==> src/rtl/spi_to_nitta_assembler_pkg.sv <==
// Widths and byte-order constants shared by the SPI<->NITTA splitter and assembler,
// so that both sides agree on word size and MSB-first byte order.
package spi_to_nitta_assembler_pkg;

  localparam int DEF_DATA_WIDTH     = 32;
  localparam int DEF_SPI_DATA_WIDTH = 8;

  function automatic int bytes_per_word(input int dw, input int sw);
    return dw / sw;
  endfunction

  typedef enum logic {
    S_IDLE    = 1'b0,
    S_COLLECT = 1'b1
  } asm_state_t;

endpackage

==> src/rtl/spi_rise_detect.sv <==
// One-flop rising-edge detector on the SPI driver's ready level.
module spi_rise_detect (
  input  logic clk,
  input  logic rst,
  input  logic i_level,
  output logic o_rise
);

  logic r_prev;

  always_ff @(posedge clk or negedge rst) begin
    if (!rst) r_prev <= 1'b0;
    else      r_prev <= i_level;
  end

  assign o_rise = i_level & ~r_prev;

endmodule

==> src/rtl/spi_to_nitta_assembler.sv <==
// Packs MSB-first SPI transfer units into NITTA words held behind a valid/ack register.
// A frame reset drops the partial word; a word completing while the output is busy is lost.
module spi_to_nitta_assembler
  import spi_to_nitta_assembler_pkg::*;
#(
  parameter int DATA_WIDTH     = DEF_DATA_WIDTH,
  parameter int SPI_DATA_WIDTH = DEF_SPI_DATA_WIDTH,
  localparam int N             = bytes_per_word(DATA_WIDTH, SPI_DATA_WIDTH),
  localparam int CNT_W         = $clog2(N) + 1
) (
  input  logic                      clk,
  input  logic                      rst,
  input  logic                      frame_rst,
  input  logic                      spi_ready,
  input  logic [SPI_DATA_WIDTH-1:0] from_spi,
  output logic [DATA_WIDTH-1:0]     to_nitta,
  output logic                      to_nitta_valid,
  input  logic                      to_nitta_ack,
  output logic [CNT_W-1:0]          byte_cnt,
  output logic                      overflow
);

  generate
    if ((DATA_WIDTH % SPI_DATA_WIDTH) != 0 || N < 2) begin : g_width_check
      $error("DATA_WIDTH must be a multiple (>=2x) of SPI_DATA_WIDTH");
    end
  endgenerate

  asm_state_t            r_state;
  logic [DATA_WIDTH-1:0] r_shift;
  logic [CNT_W-1:0]      r_cnt;
  logic [DATA_WIDTH-1:0] r_out;
  logic                  r_valid;
  logic                  r_ovf;

  logic                  w_rise;
  logic                  w_accept;
  logic                  w_complete;
  logic                  w_out_free;
  logic [DATA_WIDTH-1:0] w_next_shift;

  spi_rise_detect u_rise (
    .clk     (clk),
    .rst     (rst),
    .i_level (spi_ready),
    .o_rise  (w_rise)
  );

  assign w_accept     = w_rise & ~frame_rst;
  assign w_complete   = w_accept && (r_cnt == CNT_W'(N - 1));
  assign w_out_free   = ~r_valid | to_nitta_ack;
  assign w_next_shift = {r_shift[DATA_WIDTH-SPI_DATA_WIDTH-1:0], from_spi};

  always_ff @(posedge clk or negedge rst) begin
    if (!rst) begin
      r_state <= S_IDLE;
      r_shift <= '0;
      r_cnt   <= '0;
      r_out   <= '0;
      r_valid <= 1'b0;
      r_ovf   <= 1'b0;
    end else begin
      if (frame_rst) begin
        r_state <= S_IDLE;
        r_shift <= '0;
        r_cnt   <= '0;
      end else begin
        case (r_state)
          S_IDLE: if (w_accept) begin
            r_shift <= w_next_shift;
            r_cnt   <= CNT_W'(1);
            r_state <= S_COLLECT;
          end
          S_COLLECT: if (w_accept) begin
            r_shift <= w_next_shift;
            if (w_complete) begin
              r_cnt   <= '0;
              r_state <= S_IDLE;
            end else begin
              r_cnt <= r_cnt + CNT_W'(1);
            end
          end
          default: r_state <= S_IDLE;
        endcase
      end

      // Output register runs independently of collection; a completion wins over ack.
      if (w_complete && w_out_free) begin
        r_out   <= w_next_shift;
        r_valid <= 1'b1;
      end else if (w_complete) begin
        r_ovf <= 1'b1;
      end else if (to_nitta_ack && r_valid) begin
        r_valid <= 1'b0;
      end
    end
  end

  assign to_nitta       = r_out;
  assign to_nitta_valid = r_valid;
  assign byte_cnt       = r_cnt;
  assign overflow       = r_ovf;

endmodule
==> config.mk <==
export PLATFORM = sky130hd
export DESIGN_NAME = spi_to_nitta_assembler
export DESIGN_NICKNAME = d
export VERILOG_FILES = /design/src/rtl/spi_to_nitta_assembler_pkg.sv /design/src/rtl/spi_rise_detect.sv /design/src/rtl/spi_to_nitta_assembler.sv
export SDC_FILE = /design/constraint.sdc
export NUM_CORES = 1
export LEC_CHECK = 0
export ABC_AREA = 1
export CAP_MARGIN = 5
export CORE_MARGIN = 3
export CORE_UTILIZATION = 29
export DETAILED_ROUTE_END_ITERATION = 8
export PLACE_DENSITY = 0.58
export SYNTH_ARGS = -nofsm -noshare
export SYNTH_HDL_FRONTEND = slang
export SYNTH_SLANG_ARGS = --single-unit
==> constraint.sdc <==
create_clock -name clk -period 3.8 [get_ports clk]
set_input_delay 0.57 -clock clk [delete_from_list [all_inputs] [get_ports clk]]
set_output_delay 0.57 -clock clk [all_outputs]
set_load 0.005 [all_outputs]
==> metrics.txt <==
outcome completed; Sequential Power Share 55.2%; sequential area share after synthesis 61.9%; post-synthesis instance total 262; worst path arrival time 2.31 ns; H-tree depth 3; cell area after synthesis 2550 um^2; dpl ws 1.32 ns; Req. time, crit path 4.02 ns; Port Buffers 49; Switching Share 22.3%; Synth-to-Final Area Change 27.5%; combinational share of power 5.0%; setup ws final 1.71 ns; clk sinks 63; Post-synth EDFFs 0; Main synth FF type dfrtp_1; R2R setup slack 1.75 ns; GP Congestion 0.741; TritonCTS buffer count 9; area fraction in compound gates after synthesis 6.48%; Warnings, synthesis 0; Tcrit/Tclk final 55.1%; # nets final 324; RSZ-0062 raised after global routing no; post-DP HPWL 3.80 mm; Worst R2R Start byte_cnt[0]$_DFFE_PN0P_; Internal 0.000965 W; Power Total 0.00124 W; Syn Area/Cell 9.72 um^2; die width 99.7 um; drt pass-1 iters 4; Final Hold Vio Count 0; Synth cell types 20; critical path class in2reg; post-CTS sizing 0; # rows 33; drt total wl 5.71 mm; Ports 50; diodes inserted 0; Initial Util 30.4%; vias after detailed routing 1929; via/cell ratio 4.61; max_slew headroom 40.2%; vias in the first global route 2002; largest fanout on the critical path 44; hold buffers post-CTS 0; drt wl/cell 13.7 um; Final Setup Violations 0; largest family of logic cells by synthesized area simple AND/OR/NAND/NOR gates; drc violations 0; max-cap violations 0; GRT Residual Overflow 0; overall die height 99.7 um; power density over the cells 383 nW/um^2; Final Critical Period 2.09 ns; Min Hold Slack 0.364 ns; Synth Area in Adders 0.491%; post-route ant nets 0; Hold Crit Class in2async; worst skew pair latency 0.33 ns; Die ar. 9950 um^2; CP Launch Point spi_ready; Longest Clk Path Bufs 2; layout cell share with drive strength beyond 1 7.03%; Synth Area in Simple Gates 23.7%; Post-Synth XOR/XNOR Area 0%; Fmax achieved 477 MHz; Leak 1.55 nW; CTS tree done; clock power share 39.9%; Filler cells 839; worst vdd ir 137 uV; Mapped Nets 276; DR iter-0 viols 97; Setup crit end kind flop; clk_skew 0.00536 ns; Least-Margin Pin Slew 0.897 ns; Slew Limit Fails 0; NetSw 0.000278 W; core footprint 8380 um^2; post-CTS setup buffers 0; mux contribution to synthesized area 0%; Async SR Flop Fraction 100%; initial antenna violation count 0; global-route wire length before repair 10.1 mm; startpoint types primary input; Root Buffer clkbuf_8; setup TNS 0 ns; register bit total from synthesis 63; overall routing resource usage 12.8%; largest net degree at the start of global routing 45; Clock transition at path regs 0.06 ns
layout by cell type, fill, tap and decap left out:
cell type	n
ha_1	1
nor2_1	1
o22ai_1	8
clkinv_2	1
nand4_1	32
nand2_2	1
nand3_4	1
nand3_1	3
buf_4	3
clkdlybuf4s50_1	48
o21bai_1	1
nor2_4	2
clkbuf_1	2
o21ai_1	1
clkbuf_8	11
dfrtp_1	63
inv_2	2
a21boi_0	1
buf_2	1
o21ai_0	18
nand2_1	90
a21oi_1	1
inv_1	21
cells in the mapped netlist (2+ instances only):
| library cell | n | area share, % |
|---|---|---|
| buf_2 | 8 | 1.6 |
| buf_4 | 4 | 1.2 |
| buf_6 | 3 | 1.3 |
| dfrtp_1 | 63 | 62 |
| inv_1 | 21 | 3.1 |
| inv_2 | 2 | 0.29 |
| nand2_1 | 90 | 13 |
| nand3_1 | 3 | 0.59 |
| nand4_1 | 32 | 7.9 |
| nor2_4 | 2 | 0.88 |
| o21ai_0 | 18 | 3.5 |
| o22ai_1 | 8 | 2.0 |
sequential cells by signal (all words and copies together) (netlist names):
| signal | count |
|---|---|
| overflow | 1 |
| u_rise.r_prev | 1 |
| r_state | 1 |
| to_nitta_valid | 1 |
| r_shift | 24 |
| byte_cnt | 3 |
| to_nitta | 32 |
metal layers:
layer | vias to the layer above | part of all wire, % | global-route usage [%]
met2 | 48 | 42 | 17.7
met3 | 11 | 4.8 | 3.23
met1 | 904 | 51 | 18.4
li1 | 966 | - | -
met4 | 0 | 2.0 | 6.30
met5 | - | 0 | 0
kinds of logic after synthesis:
logic type / count (synthesis)
AOI/OAI and AO/OA: 30
adders and majority gates: 1
buffers and inverters: 38
DFF: 63
and+or+nand+nor: 130
area by class of cell:
| class | instances | area [um^2] | share of cell area (%) |
|---|---|---|---|
| clock buffer | 13 | 159 | 4.89 |
| clock inverter | 1 | 5.00 | 0.154 |
| inverter | 23 | 86.3 | 2.66 |
| multi-input combinational | 161 | 781 | 24.0 |
| sequential | 63 | 1580 | 48.6 |
| tap | 105 | 131 | 4.05 |
| timing repair buffer | 52 | 508 | 15.6 |
power by group through the flow:
| stage | registers (W) | logic (W) | clock network, W |
|---|---|---|---|
| after detailed placement | 0.000698 | 0.0000630 | 0 |
| after CTS | 0.000685 | 0.0000631 | 0.000513 |
| final | 0.000686 | 0.0000617 | 0.000496 |
| after global routing | 0.000686 | 0.0000699 | 0.000543 |
| after global placement | 0.000697 | 0.0000623 | 0 |
| after floorplan | 0.000696 | 0.0000248 | 0 |
per-stage QoR:
step | std cells | cell area, um^2 | utilization [%]
floorplan | 262 | 2550 | -
global placement | 404 | 3080 | 36.8
detailed placement | 404 | 3080 | 36.8
CTS | 418 | 3250 | 38.7
global route | 418 | 3250 | 38.7
finish | 418 | 3250 | 38.7
final timing paths:
kind	endpoint	cells after the start
worst max-delay path	to_nitta[13]$_DFFE_PN0P_	7
worst min-delay path	to_nitta[29]$_DFFE_PN0P_	1
worst max register to register	to_nitta[13]$_DFFE_PN0P_	6
worst min register to register	to_nitta[11]$_DFFE_PN0P_	2
max in group asynchronous	to_nitta[25]$_DFFE_PN0P_	2
min in group clk	to_nitta[11]$_DFFE_PN0P_	2
worst max-delay path, cell delays in order:
cell	delay, ns
clkdlybuf4s50_1	0.54
nand2_2	0.11
nor2_4	0.08
buf_4	0.38
nand3_4	0.38
nand2_1	0.17
nand2_1	0.06
Note: power is estimated with default switching activity, not from simulation.
